**src/rtl/comparator_exerciser.sv**
```systemverilog
// Stimulus/response engine for a magnitude comparator.
// Sweeps every {a,b} pair, with b incrementing fastest. Each vector is held
// for SETTLE cycles and then sampled for one cycle. The returned flag triple
// is checked against {a>b, a==b, a<b}. The engine keeps a saturating error
// count and records the first failing vector.
//
// Handshake: start is a level sampled only in IDLE or DONE. busy is high from
// the start edge to the final sample edge. done and pass are then held until
// the next accepted start.
module comparator_exerciser #(
    parameter int WIDTH  = 1,
    parameter int SETTLE = 1,
    parameter int ERR_W  = 8
) (
    input  logic             clk,
    input  logic             rst_n,
    input  logic             start,
    output logic [WIDTH-1:0] a_out,
    output logic [WIDTH-1:0] b_out,
    input  logic             o1_in,
    input  logic             o2_in,
    input  logic             o3_in,
    output logic             busy,
    output logic             done,
    output logic             pass,
    output logic [ERR_W-1:0] err_count,
    output logic             fail_valid,
    output logic [WIDTH-1:0] fail_a,
    output logic [WIDTH-1:0] fail_b
);

    localparam int IDX_W = 2 * WIDTH;
    // The settle counter only runs from 0 to SETTLE-1.
    localparam int CNT_W = (SETTLE > 1) ? $clog2(SETTLE) : 1;
    localparam logic [CNT_W-1:0] CNT_LAST = CNT_W'(SETTLE - 1);

    typedef enum logic [1:0] {
        S_IDLE   = 2'd0,
        S_DRIVE  = 2'd1,
        S_SAMPLE = 2'd2,
        S_DONE   = 2'd3
    } state_t;

    state_t           state_q, state_d;
    logic [IDX_W-1:0] idx_q, idx_d;
    logic [CNT_W-1:0] cnt_q, cnt_d;
    logic             busy_q, busy_d;
    logic             done_q, done_d;
    logic             pass_q, pass_d;
    logic [ERR_W-1:0] err_q, err_d;
    logic             fail_valid_q, fail_valid_d;
    logic [WIDTH-1:0] fail_a_q, fail_a_d;
    logic [WIDTH-1:0] fail_b_q, fail_b_d;

    logic [WIDTH-1:0] cur_a;
    logic [WIDTH-1:0] cur_b;
    logic [2:0]       exp_flags;
    logic             mismatch;

    // Golden model: only an exact 3-bit match counts as a pass.
    always_comb begin
        cur_a     = idx_q[IDX_W-1:WIDTH];
        cur_b     = idx_q[WIDTH-1:0];
        exp_flags = {cur_a > cur_b, cur_a == cur_b, cur_a < cur_b};
        mismatch  = ({o1_in, o2_in, o3_in} != exp_flags);
    end

    // Next-state and result update.
    always_comb begin
        state_d      = state_q;
        idx_d        = idx_q;
        cnt_d        = cnt_q;
        busy_d       = busy_q;
        done_d       = done_q;
        pass_d       = pass_q;
        err_d        = err_q;
        fail_valid_d = fail_valid_q;
        fail_a_d     = fail_a_q;
        fail_b_d     = fail_b_q;

        case (state_q)
            S_IDLE, S_DONE: begin
                if (start) begin
                    state_d      = S_DRIVE;
                    idx_d        = '0;
                    cnt_d        = '0;
                    busy_d       = 1'b1;
                    done_d       = 1'b0;
                    pass_d       = 1'b0;
                    err_d        = '0;
                    fail_valid_d = 1'b0;
                    fail_a_d     = '0;
                    fail_b_d     = '0;
                end
            end
            S_DRIVE: begin
                if (cnt_q == CNT_LAST) begin
                    state_d = S_SAMPLE;
                    cnt_d   = '0;
                end else begin
                    cnt_d = cnt_q + 1'b1;
                end
            end
            S_SAMPLE: begin
                if (mismatch) begin
                    if (err_q != {ERR_W{1'b1}}) begin
                        err_d = err_q + 1'b1;
                    end
                    if (!fail_valid_q) begin
                        fail_valid_d = 1'b1;
                        fail_a_d     = cur_a;
                        fail_b_d     = cur_b;
                    end
                end
                if (idx_q == {IDX_W{1'b1}}) begin
                    // The last vector stays on a_out/b_out while in DONE.
                    state_d = S_DONE;
                    busy_d  = 1'b0;
                    done_d  = 1'b1;
                    pass_d  = (err_d == '0);
                end else begin
                    state_d = S_DRIVE;
                    idx_d   = idx_q + 1'b1;
                    cnt_d   = '0;
                end
            end
            default: state_d = S_IDLE;
        endcase
    end

    // State and result registers. Reset aborts any sweep in progress.
    always_ff @(posedge clk or negedge rst_n) begin
        if (!rst_n) begin
            state_q      <= S_IDLE;
            idx_q        <= '0;
            cnt_q        <= '0;
            busy_q       <= 1'b0;
            done_q       <= 1'b0;
            pass_q       <= 1'b0;
            err_q        <= '0;
            fail_valid_q <= 1'b0;
            fail_a_q     <= '0;
            fail_b_q     <= '0;
        end else begin
            state_q      <= state_d;
            idx_q        <= idx_d;
            cnt_q        <= cnt_d;
            busy_q       <= busy_d;
            done_q       <= done_d;
            pass_q       <= pass_d;
            err_q        <= err_d;
            fail_valid_q <= fail_valid_d;
            fail_a_q     <= fail_a_d;
            fail_b_q     <= fail_b_d;
        end
    end

    assign a_out      = idx_q[IDX_W-1:WIDTH];
    assign b_out      = idx_q[WIDTH-1:0];
    assign busy       = busy_q;
    assign done       = done_q;
    assign pass       = pass_q;
    assign err_count  = err_q;
    assign fail_valid = fail_valid_q;
    assign fail_a     = fail_a_q;
    assign fail_b     = fail_b_q;

endmodule

```
**config.mk**
```make
export PLATFORM = sky130hd
export DESIGN_NAME = comparator_exerciser
export DESIGN_NICKNAME = d
export VERILOG_FILES = /design/src/rtl/comparator_exerciser.sv
export SDC_FILE = /design/constraint.sdc
export NUM_CORES = 1
export LEC_CHECK = 0
export BUFFER_PORTS_ARGS = -buffer_cell sky130_fd_sc_hd__buf_2
export CORE_ASPECT_RATIO = 1.25
export CORE_MARGIN = 10
export CORE_UTILIZATION = 46
export CTS_BUF_LIST = sky130_fd_sc_hd__clkbuf_8
export CTS_CLUSTER_DIAMETER = 60
export DETAILED_ROUTE_END_ITERATION = 8
export PLACE_DENSITY = 0.78
export SLEW_MARGIN = 0
export SYNTH_ARGS = -nofsm -noshare
export SYNTH_HDL_FRONTEND = slang
export SYNTH_SLANG_ARGS = --single-unit
```
**constraint.sdc**
```tcl
create_clock -name clk -period 2.3 [get_ports clk]
set_input_delay 0.115 -clock clk [delete_from_list [all_inputs] [get_ports clk]]
set_output_delay 0.115 -clock clk [all_outputs]
set_load 0.03 [all_outputs]
```
==> results of run 1 <==
==> final timing paths <==
check / endpoint / cells after the start / slack [ns]
max reg2reg: err_count[6] / 8 / 0.1
min reg2reg: pass / 2 / 0.52
max: err_count[6] / 8 / 0.1
min: err_count[7] / 3 / 0.34
min in group asynchronous: err_count[0] / 2 / 0.35
max in group asynchronous: idx_q[0] / 2 / 1.62
==> synthesized netlist by cell type, types with 3 or more instances <==
cell type and number:
mux2i_1 3, buf_2 3, o21ai_1 6, nand4_1 3
o21ai_0 15, clkbuf_1 10, ha_1 7, dfrtp_1 18
inv_1 9, a21oi_1 16, nand3_1 13, nand2_1 10
a31oi_1 3, nor2_1 7, nor3_1 4, nand2b_1 10
xnor2_2 3, a221o_1 6
==> flip-flops by register name, indices dropped and copies added, names as in the netlist <==
register	cells
busy	1
done	1
err_count	8
fail_a	1
fail_b	1
fail_valid	1
idx_q	2
pass	1
state_q	2
==> cell type report <==
| cell class | instances | area [sq um] |
|---|---|---|
| Timing Repair Buffer | 37 | 240 |
| Sequential cell | 18 | 453 |
| Multi-Input combinational cell | 139 | 1010 |
| Tap cell | 37 | 46.3 |
| Clock buffer | 4 | 55.1 |
| Fill cell | 305 | 1380 |
| Inverter | 9 | 33.8 |
==> per-stage QoR <==
step | area [sq um] | power, W | util (%)
3_5_place_dp | 1720 | 0.00146 | 53.4
2_1_floorplan | 1560 | 0.00119 | -
4_1_cts | 1790 | 0.00174 | 55.4
5_1_grt | 1840 | 0.00195 | 57.1
3_3_place_gp | 1720 | 0.00144 | 53.4
6_report | 1840 | 0.00180 | 57.1
==> logic make-up after synthesis <==
group | count (synthesis)
flip-flops | 18
multiplexers | 6
AND/OR/NAND/NOR | 61
adder cells (fa/ha/maj) | 7
XOR/XNOR | 3
AO/OA/AOI/OAI | 62
buffers and inverters | 24
==> repair_timing <==
item	CTS	global route
setup endpoints to repair	0	2
buffers inserted	0	4
hold endpoints to repair	18	0
hold buffers	1	0
gates resized for setup	0	1
==> routing by layer <==
metal / vias up / track usage (%)
li1: 726 / -
met1: 715 / 15.6
met2: 52 / 23.7
met3: 8 / 2.83
met4: 0 / 6.17
met5: - / 0
==> where the power goes <==
group          leakage, nW  internal [W]  switching [W]
Combinational        0.520      0.000417       0.000662
Sequential           0.235      0.000384      0.0000680
Clock               0.0288      0.000152       0.000116
==> critical path, stage by stage, from the launching register on <==
cell and delay (ns):
dfrtp_2 0.45, inv_1 0.11, ha_1 0.23, xnor2_2 0.19, buf_4 0.16, a311oi_1 0.27
mux2_2 0.40, a32oi_1 0.20, o21ai_1 0.09
==> flow_summary.json, run 1 <==
{
  "synth.avg_cell_area_sq_um": 8.51,
  "nNetsFinal": 221,
  "viasPerCell": 6.15,
  "antenna_found_initial": 0,
  "clk_pin_slew_worst_paths_ns": 0.07,
  "ys_types": 48,
  "hpwl_um": 2820,
  "pre_cts_slack_ns": 0.0819,
  "syn_nets": 194,
  "p_leak_nw": 0.784,
  "timing.final.crit_share_pct": 95.7,
  "routed_wl_um": 4090,
  "ant_nets": 0,
  "cts.sinks": 18,
  "placementRows": 23,
  "cts.htree.levels": 1,
  "clockRootBuffer": "clkbuf_8",
  "io_pins": 22,
  "finalClockSkew_ns": 0.000883,
  "wl_met2_um": 2080,
  "critical_path_class": "reg2reg",
  "synth-async-reset-ratio_pct": 100,
  "start_util_pct": 47.8,
  "cap_viol_max_count": 0,
  "drcViolationCount": 0,
  "synth_cells": 181,
  "rsz0062_at_grt": "no",
  "crit_path_end_kind": "flop",
  "drt_iter0_markers": 165,
  "met1Wirelength_um": 1650,
  "area_growth_pct": 19.5,
  "final_cell_mix": "21 x buf_2, 16 x a21oi_1, 16 x dfrtp_1",
  "worst_slack_ns": 0.0996,
  "synthTopCellsByArea": "dfrtp_1 29%, ha_1 5.7%, a21oi_1 5.2%",
  "fin_crit_ns": 2.20,
  "p_per_area_nw_per_um2": 978,
  "clk-insertion-delay-late_ns": 0.26,
  "slew_viol_final": 0,
  "yosysWarnings": 0,
  "coreArea_sq_um": 3220,
  "synth_top_family_by_area": "compound AO/OA/AOI/OAI gates",
  "muxShareOfSynthArea_pct": 4.14,
  "mostFrequentLayoutCell": "buf_2",
  "cts.path.max_buffers": 2,
  "cts_tree": "done",
  "worst_pin_slew_ns": 0.825,
  "grt_pass1_vias": 1414,
  "synth_compound_area_share_pct": 27.3,
  "place.gp.congestion": 0.799,
  "ys_seq_area_share_pct": 29.2,
  "die_area_sq_um": 6080,
  "grt_pass1_wl_um": 7030,
  "stdcell_count": 244,
  "cp-start-kind": "flop",
  "critical_path_arrival_ns": 2.34,
  "ys_seq_elements": 18,
  "worstReg2RegStart": "idx_q[0]",
  "hold_violations": 0,
  "whs_ns": 0.336,
  "n_antenna_cell": 0,
  "cp_max_fo": 8,
  "drtPass1Iterations": 4,
  "dp.cells": 235,
  "worst_hold_path_type": "in2reg",
  "wl_per_cell_um": 16.8,
  "synth_fa_ha_area_share_pct": 5.69,
  "cts_inserted_buffers": 3,
  "cp.required_ns": 2.44,
  "synth_top_cell_by_area": "dfrtp_1",
  "slew_headroom_pct": 44.8,
  "ys.flop_type": "dfrtp_1",
  "grt_max_degree": 24,
  "synth_edf_count": 0,
  "startpoint": "idx_q[0]",
  "setup_tns_ns": 0,
  "synth_area_sq_um": 1540,
  "vdd_drop_max_v": 0.000925,
  "clock.fmax_ghz": 0.454,
  "synth_top_area_share_pct": 29.2,
  "overflow": 0,
  "port_buffers": 21,
  "fp.dieW_um": 71.8,
  "vias": 1501,
  "routed.top_layer": "met4",
  "fp.dieH_um": 84.7,
  "synth_xor_area_share_pct": 3.17,
  "hp-start": "start",
  "outcome": "completed",
  "drive_gt1_share_pct": 26.6,
  "setup_viol": 0,
  "grt_usage_pct": 13.7,
  "synthSimpleGateAreaFrac_pct": 23.9,
  "route.met3.wl_um": 265
}
Note: power is estimated with default switching activity, not from simulation.
==> run 2, diff against run 1 <==
Settings changed: CORE_ASPECT_RATIO 1.25 to 1.2.
==> run 2 against run 1 <==
  * Clock skew increased by 0.0016 ns
  * Maximum frequency decreased by 1.2%
  * Critical path depth decreased by 1
  * Sequential share of layout area increased by 0.65 points
  * First-iteration DRC count decreased by 12%
  * Critical path type unchanged
  * Largest power group unchanged
  * Highest routed layer unchanged
==> flow_summary.json, run 2 (same netlist as run 1, synthesis figures left out) <==
{
  "slew_viol_final": 0,
  "fp.dieH_um": 83.4,
  "die_area_sq_um": 6070,
  "ant_nets": 0,
  "cts_setup_buffers": 0,
  "placementRows": 22,
  "clockRootBuffer": "clkbuf_8",
  "port_buffers": 21,
  "mostFrequentLayoutCell": "buf_2",
  "outcome": "completed",
  "nNetsFinal": 218,
  "grt_max_degree": 19,
  "setup_viol": 0,
  "final_cell_mix": "21 x buf_2, 16 x a21oi_1, 16 x dfrtp_1",
  "n_antenna_cell": 0,
  "area_growth_pct": 16.4,
  "cts.sinks": 18,
  "hpwl_um": 2890,
  "finalPower_w": 0.00173,
  "vdd_drop_max_v": 0.00107,
  "io_pins": 22,
  "viasPerCell": 6.06,
  "multi_input_area_sq_um": 1000,
  "cts_hold_buffers": 1,
  "worst_pin_slew_ns": 0.557,
  "p_leak_nw": 0.763,
  "ctsResizeCount": 0,
  "cts.path.max_buffers": 2,
  "drive_gt1_share_pct": 25.5,
  "overflow": 0,
  "drcViolationCount": 0,
  "finalClockSkew_ns": 0.00244,
  "cp_max_fo": 10,
  "antenna_found_initial": 0,
  "cts_tree": "done",
  "fin_crit_ns": 2.23,
  "start_util_pct": 49.1,
  "cp-start-kind": "flop",
  "critical_path_arrival_ns": 2.38,
  "timing.final.crit_share_pct": 96.8,
  "clk-insertion-delay-late_ns": 0.26,
  "drt_iter0_markers": 146,
  "cts.htree.levels": 1,
  "crit_path_end_kind": "flop",
  "clk_pin_slew_worst_paths_ns": 0.08,
  "grt_pass1_vias": 1384,
  "clock.fmax_ghz": 0.449,
  "seqCellArea_sq_um": 453,
  "setup_tns_ns": 0,
  "n_fill_cell": 295,
  "cts_inserted_buffers": 3,
  "fp.dieW_um": 72.8,
  "drtPass1Iterations": 4,
  "critical_path_class": "reg2reg",
  "place.gp.congestion": 0.879,
  "grt_usage_pct": 13.0,
  "wl_per_cell_um": 16.5,
  "grt_pass1_wl_um": 6600,
  "cap_viol_max_count": 0,
  "coreArea_sq_um": 3140,
  "stdcell_count": 240,
  "largest_reg_flops": 8,
  "slew_headroom_pct": 62.8,
  "vias": 1454,
  "dp.cells": 235,
  "p_per_area_nw_per_um2": 968,
  "worst_hold_path_type": "in2async",
  "hold_violations": 0,
  "cp.required_ns": 2.45,
  "rsz0062_at_grt": "no",
  "routed_wl_um": 3970
}
run 2: power breakdown:
group	total [W]	switching [W]	internal (W)
logic	0.00101	0.000635	0.000375
clock network	0.000272	0.000120	0.000153
registers	0.000452	0.0000682	0.000384
total	0.00173	0.000823	0.000912
run 2: per-layer routing:
layer	up-vias	part of all wire, %	routed length, um	GRT usage, %
met2	33	51	2020	21.6
li1	720	-	-	-
met4	0	1.4	57	4.14
met5	-	0	0	0
met1	694	43	1710	15.7
met3	7	4.6	184	3.10
run 2: cell type report:
class	count	area share [%]
Clock buffer	4	3.07
Inverter	9	1.88
Multi-Input combinational cell	139	55.8
Sequential cell	18	25.3
Tap cell	36	2.51
Timing Repair Buffer	34	11.4
run 2: worst max-delay path, cell delays in order (launching register included):
cell and delay [ns]:
dfrtp_2 0.46, inv_1 0.14, ha_4 0.23, xnor2_2 0.31, and3_4 0.33, nor3_2 0.07
mux2_1 0.31, a221o_1 0.28
run 2: stage by stage:
stage	hold slack, ns	setup WS (ns)	cell area, sq um	util (%)
2_1_floorplan	-0.181	0.0316	1560	-
3_3_place_gp	0.0812	0.132	1730	55.1
3_5_place_dp	0.0827	0.0962	1730	55.1
4_1_cts	0.322	0.0844	1790	57.1
5_1_grt	0.358	0.00349	1790	57.1
6_report	0.321	0.0738	1790	57.1
run 2: final timing paths:
check                           startpoint            to  slack (ns)  cells past startpoint
worst max-delay path              idx_q[1]  err_count[4]        0.07                      7
worst min-delay path                 rst_n        fail_b        0.32                      2
worst max register to register    idx_q[1]  err_count[4]        0.07                      7
worst min register to register        busy          busy        0.54                      1
max in group asynchronous            rst_n      idx_q[0]        1.65                      2
min in group clk                     start  err_count[7]        0.33                      3
==> run 3, diff against run 2 <==
Settings changed: SETUP_SLACK_MARGIN from default to 0.5.
==> run 3 against run 2 <==
  * Cell area is 11% higher
  * Highest routed layer unchanged
  * Clock-buffer cell count is the same
  * Flip-flop and latch count is the same
  * First-iteration DRC count grew 59%
  * Routed wire length up 18%
  * Critical path type unchanged
  * Largest power group unchanged
  * Via count up 6.9%
  * Combinational power rose by 19%
  * Sequential power up 2%
  * Clock power about the same
==> flow_summary.json, run 3 (same netlist as run 1, synthesis figures left out) <==
{
  "outcome": "completed",
  "p_sw_w": 0.000922,
  "fin_crit_ns": 2.02,
  "startpoint": "idx_q[1]",
  "worst_pin_slew_ns": 0.448,
  "fp.dieW_um": 72.8,
  "combPwrFrac_pct": 62.1,
  "critical_path_class": "reg2reg",
  "worst_hold_path_type": "in2async",
  "n_fill_cell": 263,
  "routed_wl_um": 4670,
  "cap_viol_max_count": 0,
  "vias": 1554,
  "stdcell_count": 249,
  "crit_chain": "inv_2 > ha_4 > xnor2_4 > and3_4 > nor3_4 > mux2_4 > a221o_1",
  "cts.sinks": 18,
  "cts.htree.levels": 1,
  "cts.path.max_buffers": 2,
  "grt_usage_pct": 13.9,
  "dp.cells": 231,
  "internal-power_w": 0.00101,
  "cp-start-kind": "flop",
  "setup_tns_ns": 0,
  "slew_viol_final": 0,
  "p_seq_share_pct": 23.8,
  "clockRootBuffer": "clkbuf_8",
  "setup_viol": 0,
  "cp_slowest_cell": "dfrtp_2",
  "viasPerCell": 6.24,
  "vdd_drop_max_v": 0.00106,
  "overflow": 0,
  "final_cell_mix": "21 x buf_2, 21 x buf_4, 16 x a21oi_1",
  "drcViolationCount": 0,
  "start_util_pct": 49.1,
  "rsz0062_at_grt": "yes",
  "grt_pass1_vias": 1505,
  "whs_ns": 0.315,
  "crit_path_end_kind": "flop",
  "placed_area_sq_um": 1750,
  "seqCellArea_sq_um": 455,
  "fp.dieH_um": 83.4,
  "cts_inserted_buffers": 3,
  "io_pins": 22,
  "fin_area_sq_um": 1990,
  "crit_path_max_incr_delay_ns": 0.44,
  "antenna_found_initial": 0,
  "n_antenna_cell": 0,
  "cp_max_fo": 6,
  "drive_gt1_share_pct": 36.2,
  "wl_per_cell_um": 18.7,
  "area_growth_pct": 29.0,
  "timing.final.crit_share_pct": 87.9,
  "worstReg2RegStart": "idx_q[1]",
  "cts_tree": "done",
  "p_leak_nw": 0.810,
  "coreArea_sq_um": 3140,
  "post-route-util_pct": 63.3,
  "drt_iter0_markers": 232,
  "nNetsFinal": 227,
  "clock.fmax_ghz": 0.494,
  "grt_max_degree": 20,
  "hold_violations": 0,
  "p_per_area_nw_per_um2": 972,
  "ant_nets": 0,
  "port_buffers": 21,
  "power_frac_clock_pct": 14.1,
  "slew_headroom_pct": 69.8,
  "largest_reg_flops": 8,
  "hpwl_um": 2970,
  "grt_pass1_wl_um": 6990,
  "clk_pin_slew_worst_paths_ns": 0.08,
  "finalClockSkew_ns": 0.00635,
  "clk-insertion-delay-late_ns": 0.26,
  "cp.required_ns": 2.45,
  "drtPass1Iterations": 4,
  "die_area_sq_um": 6070,
  "multi_input_area_sq_um": 1120,
  "swShare_pct": 47.7,
  "critical_path_arrival_ns": 2.17,
  "place.gp.congestion": 0.860,
  "placementRows": 22
}
==> run 3: cell count changes in the layout (fill, tap and decap cells not counted), moves of 2 or more <==
cell	before	now
mux2_4	0	2
xnor2_4	0	3
inv_1	9	7
buf_4	12	21
dfrtp_2	2	4
inv_2	0	2
o21ai_2	0	2
xnor2_2	3	0
ha_1	6	4
o21ai_0	15	13
dfrtp_1	16	14
nor4b_1	2	0
==> run 3: what timing repair did <==
item | CTS | global route
setup endpoints to repair | 12 | 12
gates resized for setup | 1 | 13
endpoints found under the hold margin | 18 | 0
pin swaps | 2 | 8
buffers inserted | 8 | 5
hold buffers | 1 | 0
==> run 3: power groups by stage <==
stage               Combinational (W)  Sequential (W)  Clock (W)
floorplan                    0.000703        0.000551          0
global placement              0.00101        0.000465          0
detailed placement            0.00105        0.000473          0
CTS                           0.00112        0.000455   0.000272
global route                  0.00129        0.000468   0.000285
finish                        0.00120        0.000460   0.000272
==> run 3: critical path: cells and delay by family, from the launching register on <==
kind	cells	cell delay [ns]
flops	1	0.44
simple gates	2	0.35
mux	1	0.30
compound gates	1	0.29
xor+xnor	1	0.24
fa+ha+maj	1	0.21
buf+inv	1	0.08
==> run 3: metrics by stage <==
stage,power [W],worst slack [ns]
floorplan,0.00125,0.192
global placement,0.00148,0.264
detailed placement,0.00152,0.190
CTS,0.00184,0.264
global route,0.00205,0.186
finish,0.00193,0.278
==> run 3: path summary, 6_finish.rpt <==
| path | endpoint | slack, ns | depth (start not counted) |
|---|---|---|---|
| max | err_count[4] | 0.28 | 7 |
| min | fail_a | 0.32 | 2 |
| max reg2reg | err_count[4] | 0.28 | 7 |
| min reg2reg | busy | 0.54 | 1 |
| max in group asynchronous | idx_q[0] | 1.65 | 2 |
| min in group clk | err_count[7] | 0.36 | 3 |
==> run 3: per-layer routing <==
metal | routed length (um) | share of wire, % | up-vias | track usage (%)
met3 | 239 | 5.1 | 4 | 4.64
met1 | 1920 | 41 | 780 | 15.3
met4 | 45 | 0.96 | 0 | 6.03
met5 | 0 | 0 | - | 0
li1 | - | - | 737 | -
met2 | 2470 | 53 | 33 | 23.1
==> run 3: cell type report <==
cell class / instances / area share [%]
Multi-Input combinational cell: 139 / 56.6
Sequential cell: 18 / 22.9
Timing Repair Buffer: 43 / 13.7
Clock buffer: 4 / 2.77
Tap cell: 36 / 2.27
Inverter: 9 / 1.70
